### config.mk
export PLATFORM = sky130hd
export DESIGN_NAME = cordic_butterfly_seq
export DESIGN_NICKNAME = d
export VERILOG_FILES = /design/src/rtl/cordic_butterfly_seq.sv
export SDC_FILE = /design/constraint.sdc
export NUM_CORES = 2
export LEC_CHECK = 0
export CAP_MARGIN = 10
export CORE_MARGIN = 4
export CORE_UTILIZATION = 60
export CTS_CLUSTER_DIAMETER = 100
export DETAILED_ROUTE_END_ITERATION = 12
export PLACE_DENSITY = 0.88
export SETUP_SLACK_MARGIN = 0.15
export SLEW_MARGIN = 40
export SYNTH_ARGS = -nofsm -noshare
export SYNTH_HDL_FRONTEND = slang
export SYNTH_SLANG_ARGS = --single-unit
### constraint.sdc
create_clock -name clock -period 19.9 [get_ports clock]
set_input_delay 1.99 -clock clock [delete_from_list [all_inputs] [get_ports clock]]
set_output_delay 1.99 -clock clock [all_outputs]
set_load 0.05 [all_outputs]
### src/rtl/cordic_butterfly_seq.sv
// Radix-2 butterfly: out1 = a + r, out2 = a - r, with r = (x2 + j*y2) * e^(j*zangle) from an iterative CORDIC.
// Optional macro BFLY_SCALE_EN halves each output (round-half-up) before saturation.
module cordic_butterfly_seq #(
    parameter int DW   = 16,
    parameter int AW   = 32,
    parameter int ITER = 16
) (
    input  logic                 clock,
    input  logic                 reset_n,
    input  logic signed [DW-1:0] x1,
    input  logic signed [DW-1:0] y1,
    input  logic signed [DW-1:0] x2,
    input  logic signed [DW-1:0] y2,
    input  logic signed [AW-1:0] zangle,
    input  logic                 in_valid,
    output logic                 in_ready,
    output logic signed [DW-1:0] xout1,
    output logic signed [DW-1:0] yout1,
    output logic signed [DW-1:0] xout2,
    output logic signed [DW-1:0] yout2,
    output logic                 out_valid,
    input  logic                 out_ready,
    output logic                 sat
);
    localparam int XW = DW + 2;
    localparam int KW = DW + 1;
    localparam int PW = XW + KW;
    localparam int IW = $clog2(ITER);
    localparam int KI = $rtoi(0.607253 * (2.0 ** (DW - 1)) + 0.5);
    localparam logic signed [KW-1:0] KC   = KW'(KI);
    localparam logic signed [PW-1:0] KRND = PW'(1) <<< (DW - 2);
    localparam logic signed [AW-1:0] QTR  = AW'(1) <<< (AW - 2);
    localparam logic signed [XW-1:0] SMAX = XW'((1 << (DW - 1)) - 1);
    localparam logic signed [XW-1:0] SMIN = ~SMAX;

    typedef enum logic [1:0] {IDLE, ROT, COMP, OUT} state_t;

    state_t               state;
    logic [IW-1:0]        cnt;
    logic                 pre;
    logic signed [XW-1:0] xr, yr;
    logic signed [AW-1:0] zr;
    logic signed [DW-1:0] ax, ay;

    // arctan(2^-i) with 2^63 = pi, narrowed to the AW-bit binary angle
    function automatic logic signed [AW-1:0] atan_c(input logic [IW-1:0] i);
        logic [31:0] a;
        logic [63:0] t;
        case (int'(i))
            0:  a = 32'h20000000;
            1:  a = 32'h12E4051E;
            2:  a = 32'h09FB385B;
            3:  a = 32'h051111D4;
            4:  a = 32'h028B0D43;
            5:  a = 32'h0145D7E1;
            6:  a = 32'h00A2F61E;
            7:  a = 32'h00517C55;
            8:  a = 32'h0028BE53;
            9:  a = 32'h00145F2F;
            10: a = 32'h000A2F98;
            11: a = 32'h000517CC;
            12: a = 32'h00028BE6;
            13: a = 32'h000145F3;
            14: a = 32'h0000A2FA;
            15: a = 32'h0000517D;
            16: a = 32'h000028BE;
            17: a = 32'h0000145F;
            18: a = 32'h00000A30;
            19: a = 32'h00000518;
            20: a = 32'h0000028C;
            21: a = 32'h00000146;
            22: a = 32'h000000A3;
            23: a = 32'h00000051;
            default: a = 32'h0;
        endcase
        t = {a, 32'h0} >> (64 - AW);
        return AW'(t);
    endfunction

    function automatic logic signed [XW-1:0] scale_f(input logic signed [XW-1:0] v);
`ifdef BFLY_SCALE_EN
        logic signed [XW-1:0] t;
        t = v + XW'(1);
        return t >>> 1;
`else
        return v;
`endif
    endfunction

    // {saturated, clamped value}
    function automatic logic [DW:0] sat_f(input logic signed [XW-1:0] v);
        if (v > SMAX) return {1'b1, DW'(SMAX)};
        if (v < SMIN) return {1'b1, DW'(SMIN)};
        return {1'b0, DW'(v)};
    endfunction

    // Shifts round half-up so the per-iteration truncation error does not drift in one direction
    logic signed [XW-1:0] half, xs, ys;
    logic signed [AW-1:0] da;
    always_comb begin
        half = '0;
        if (cnt != '0) half = XW'(1) <<< (cnt - 1'b1);
        xs = (xr + half) >>> cnt;
        ys = (yr + half) >>> cnt;
        da = atan_c(cnt);
    end

    logic signed [PW-1:0] px, py;
    logic signed [XW-1:0] kx, ky;
    logic [DW:0]          s1x, s1y, s2x, s2y;
    always_comb begin
        px  = PW'(xr) * PW'(KC) + KRND;
        py  = PW'(yr) * PW'(KC) + KRND;
        kx  = XW'(px >>> (DW - 1));
        ky  = XW'(py >>> (DW - 1));
        s1x = sat_f(scale_f(XW'(ax) + kx));
        s1y = sat_f(scale_f(XW'(ay) + ky));
        s2x = sat_f(scale_f(XW'(ax) - kx));
        s2y = sat_f(scale_f(XW'(ay) - ky));
    end

    always_ff @(posedge clock or negedge reset_n) begin
        if (!reset_n) begin
            state     <= IDLE;
            in_ready  <= 1'b0;
            out_valid <= 1'b0;
            sat       <= 1'b0;
            xout1     <= '0;
            yout1     <= '0;
            xout2     <= '0;
            yout2     <= '0;
            cnt       <= '0;
            pre       <= 1'b0;
            xr        <= '0;
            yr        <= '0;
            zr        <= '0;
            ax        <= '0;
            ay        <= '0;
        end else begin
            case (state)
                IDLE: begin
                    in_ready <= 1'b1;
                    if (in_valid && in_ready) begin
                        ax       <= x1;
                        ay       <= y1;
                        xr       <= XW'(x2);
                        yr       <= XW'(y2);
                        zr       <= zangle;
                        pre      <= 1'b1;
                        cnt      <= '0;
                        in_ready <= 1'b0;
                        state    <= ROT;
                    end
                end
                ROT: begin
                    if (pre) begin
                        // Fold |z| > pi/2 into CORDIC range: negate vector, z -/+ pi is an MSB flip
                        pre <= 1'b0;
                        if (zr > QTR || zr < -QTR) begin
                            xr <= -xr;
                            yr <= -yr;
                            zr <= {~zr[AW-1], zr[AW-2:0]};
                        end
                    end else begin
                        if (zr[AW-1]) begin
                            xr <= xr + ys;
                            yr <= yr - xs;
                            zr <= zr + da;
                        end else begin
                            xr <= xr - ys;
                            yr <= yr + xs;
                            zr <= zr - da;
                        end
                        if (cnt == IW'(ITER - 1)) begin
                            cnt   <= '0;
                            state <= COMP;
                        end else begin
                            cnt <= cnt + 1'b1;
                        end
                    end
                end
                COMP: begin
                    xout1     <= s1x[DW-1:0];
                    yout1     <= s1y[DW-1:0];
                    xout2     <= s2x[DW-1:0];
                    yout2     <= s2y[DW-1:0];
                    sat       <= s1x[DW] | s1y[DW] | s2x[DW] | s2y[DW];
                    out_valid <= 1'b1;
                    state     <= OUT;
                end
                OUT: begin
                    if (out_ready) begin
                        out_valid <= 1'b0;
                        sat       <= 1'b0;
                        in_ready  <= 1'b1;
                        state     <= IDLE;
                    end
                end
                default: state <= IDLE;
            endcase
        end
    end
endmodule

==> impl_metrics.py <==
metrics = {
    "global_routing": {
        "grt_start_max_net_pins": 115,
        "grt_pass1_wl_um": 150000,
        "gr-total-overflow": 0,
        "antenna_found_initial": 0,
        "grt_usage_pct": 32.68,
        "grt_pass1_vias": 28700,
    },
    "clock_network": {
        "tritoncts": "done",
        "cts_resized": 0,
        "clk_latency_ps": 510,
        "htree_levels": 4,
        "cts_hold_buf": 0,
        "cts_sinks": 174,
        "cts_buffers": 17,
        "cts_buffer_depth": 2,
        "clock-root-buffer": "clkbuf_16",
        "clk_pin_slew_ps": 90,
        "post_cts_buffers": 0,
    },
    "cells_and_area": {
        "mostFrequentLayoutCells": "598 x inv_1, 441 x ha_1, 291 x nor2_1",
        "instances_no_fill": 4663,
        "final_nets": 4748,
        "seq_area_mm2": 0.004360,
        "drive_gt1_share_pct": 4.857,
        "final_common_cell": "inv_1",
        "layout-area-overhead-vs-synth_pct": 9.187,
        "multi_input_area_mm2": 0.02502,
        "fillCellCount": 4179,
    },
    "status": {
        "outcome": "completed",
    },
    "drt": {
        "drt_iter0_drc": 2697,
        "dr.pass1.iters": 6,
        "ant_nets": 0,
        "drc": 0,
        "wire_per_inst_um": 20.29,
        "dr_total_vias": 28960,
        "drt-total-wl_um": 94630,
        "via_per_inst": 6.210,
    },
    "synth": {
        "yosysWarningCount": 0,
        "synthesis.area_mm2": 0.03209,
        "synth_area_per_cell_um2": 8.274,
        "synthArstFlopShare_pct": 100.0,
        "synthDistinctLibCells": 107,
        "synth_flop_cell": "dfrtp_1",
        "synth_fp_nets": 4665,
        "yosysTopAreaCell": "ha_1",
        "synth_seq_cells": 174,
        "ys_top_cells_by_area": "ha_1 17%, fa_1 15%, dfrtp_1 14%",
        "synth-edff-count": 0,
        "yosysSeqAreaShare_pct": 13.57,
        "synth_top_cell_area_share_pct": 17.24,
        "syn_inst": 3878,
    },
    "timing": {
        "finalCritPeriodShare_pct": 51.86,
        "tightest_slew_ps": 850.1,
        "finalClockSkew_ps": 15.15,
        "holdWs_ps": 486.9,
        "finalMaxSlewViolations": 0,
        "hold_violations": 0,
        "setup_viol": 0,
        "slew-limit-headroom_pct": 43.12,
        "fin_tns_setup_ps": 0,
        "rsz0062_at_grt": "no",
        "fin_crit_ps": 10320,
        "max_freq_mhz": 96.90,
        "worst_slack_ps": 9580,
    },
    "die": {
        "die-area_mm2": 0.05724,
        "die_width_um": 239.3,
        "ios": 167,
        "coreArea_mm2": 0.05276,
        "start_util_pct": 60.82,
        "num_rows": 84,
        "fp.dieH_um": 239.3,
    },
    "place": {
        "dp.cells": 4630,
        "io_buffers": 166,
        "place_ws_ps": 9874,
        "dpl.hpwl_um": 75290,
        "gp_congestion": 1.004,
    },
    "worst_setup_path": {
        "critPathMaxStageDelay_ps": 630,
        "critPathKind": "register to register",
        "crit_top_cell": "a21oi_1",
        "worstPathRequired_ps": 20310,
        "critical_path_arrival_ps": 10730,
        "critPathTopFamily": "compound AO/OA/AOI/OAI gates",
        "crit_buf_inv": 3,
        "slowest_stage": "o31ai_1",
        "worstPathMaxFanout": 76,
        "cp-end-kind": "register",
        "critPathLaunchType": "register",
    },
    "min_path": {
        "min_path_type": "register to register",
    },
    "flow_run": {
        "maxCapViolations": 0,
    },
}
-- cells by family (layout without fill, tap and decap cells) --
group,count (synthesis),count (layout),share of synthesized area (%)
mux,81,81,2.948
fa+ha+maj,688,688,32.55
xor+xnor,292,292,8.060
buf+inv,736,832,8.649
simple gates,929,929,14.04
compound gates,978,978,20.18
other cells,0,1,0
flops,174,174,13.57
-- sequential cells by signal, summed over array words and instances (netlist names) --
name and count:
yout2 16, ax 16, ay 16, xout1 16, zr 32, yr 18, state 2, cnt 4
yout1 16, pre 1, sat 1, xr 18, in_ready 1, out_valid 1, xout2 16
-- cell usage after synthesis (11+ instances only) --
| cell | n |
|---|---|
| nor3_1 | 75 |
| ha_1 | 442 |
| inv_1 | 600 |
| and2_1 | 27 |
| mux2_2 | 48 |
| a21boi_0 | 12 |
| a211oi_1 | 44 |
| xnor2_1 | 191 |
| nand4_1 | 25 |
| nand2b_1 | 30 |
| xor2_1 | 98 |
| o21ai_0 | 168 |
| nor2b_1 | 35 |
| a22oi_1 | 26 |
| o21bai_1 | 32 |
| mux2i_1 | 27 |
| a31oi_1 | 43 |
| nor4_1 | 15 |
| nor2_1 | 292 |
| nand2_1 | 216 |
| o31ai_1 | 24 |
| a21oi_1 | 282 |
| a211o_1 | 11 |
| a221oi_1 | 16 |
| fa_1 | 245 |
| clkbuf_1 | 111 |
| buf_1 | 18 |
| or3_1 | 26 |
| a21o_1 | 49 |
| o221ai_1 | 11 |
| and3_1 | 37 |
| o21a_1 | 52 |
| o22ai_1 | 20 |
| dfrtp_1 | 174 |
| or2_2 | 12 |
| nand3_1 | 84 |
| o211ai_1 | 54 |
-- path summary, 6_finish.rpt --
check | start | to | slack (ps) | cells past startpoint
worst max register to register | cnt[2]$_DFFE_PN0P_ | xr[17]$_DFFE_PN0P_ | 9580 | 37
worst min-delay path | yout2[11]$_DFFE_PN0P_ | yout2[11]$_DFFE_PN0P_ | 490 | 1
worst max-delay path | cnt[2]$_DFFE_PN0P_ | xr[17]$_DFFE_PN0P_ | 9580 | 37
min in group asynchronous | reset_n | yout1[13]$_DFFE_PN0P_ | 1470 | 1
worst min register to register | yout2[11]$_DFFE_PN0P_ | yout2[11]$_DFFE_PN0P_ | 490 | 1
max in group asynchronous | reset_n | zr[1]$_DFFE_PN0P_ | 17350 | 2
-- final cells by class --
cell class              instances  share of cell area (%)
multi-input cells            2968                   71.43
well taps                     688                   2.457
diodes                          1                0.007143
repair buffers                196                   5.450
clock buffers                  17                   1.214
inverters                     604                   6.471
flip-flops and latches        174                   12.45
clock inverters                15                  0.5286
-- worst reg2reg max path, delay by kind of cell, from the launching register on --
kind / cells / cell delay (ps)
buffers and inverters: 3 / 1440
flip-flops: 1 / 350
AO/OA/AOI/OAI: 22 / 5430
adder cells (fa/ha/maj): 3 / 1040
AND/OR/NAND/NOR: 7 / 1120
multiplexers: 1 / 540
XOR/XNOR: 1 / 300
-- stage by stage --
| stage | area [um^2] | utilization [%] |
|---|---|---|
| floorplan | 32090 | - |
| global placement | 34360 | 65.13 |
| detailed placement | 34410 | 65.22 |
| CTS | 35020 | 66.38 |
| global route | 35030 | 66.40 |
| finish | 35030 | 66.40 |
-- routing by layer --
metal / vias to the layer above / track usage [%] / part of all wire (%)
met5: - / 0 / 0
met4: 0 / 12.51 / 4.2
met3: 273 / 5.250 / 7.8
met2: 1274 / 55.20 / 47
met1: 13910 / 42.40 / 41
li1: 13500 / - / -
Power is left out: the tool's default activity adds up to more than one toggle a clock period on the data nets, which glitch-free logic cannot reach.
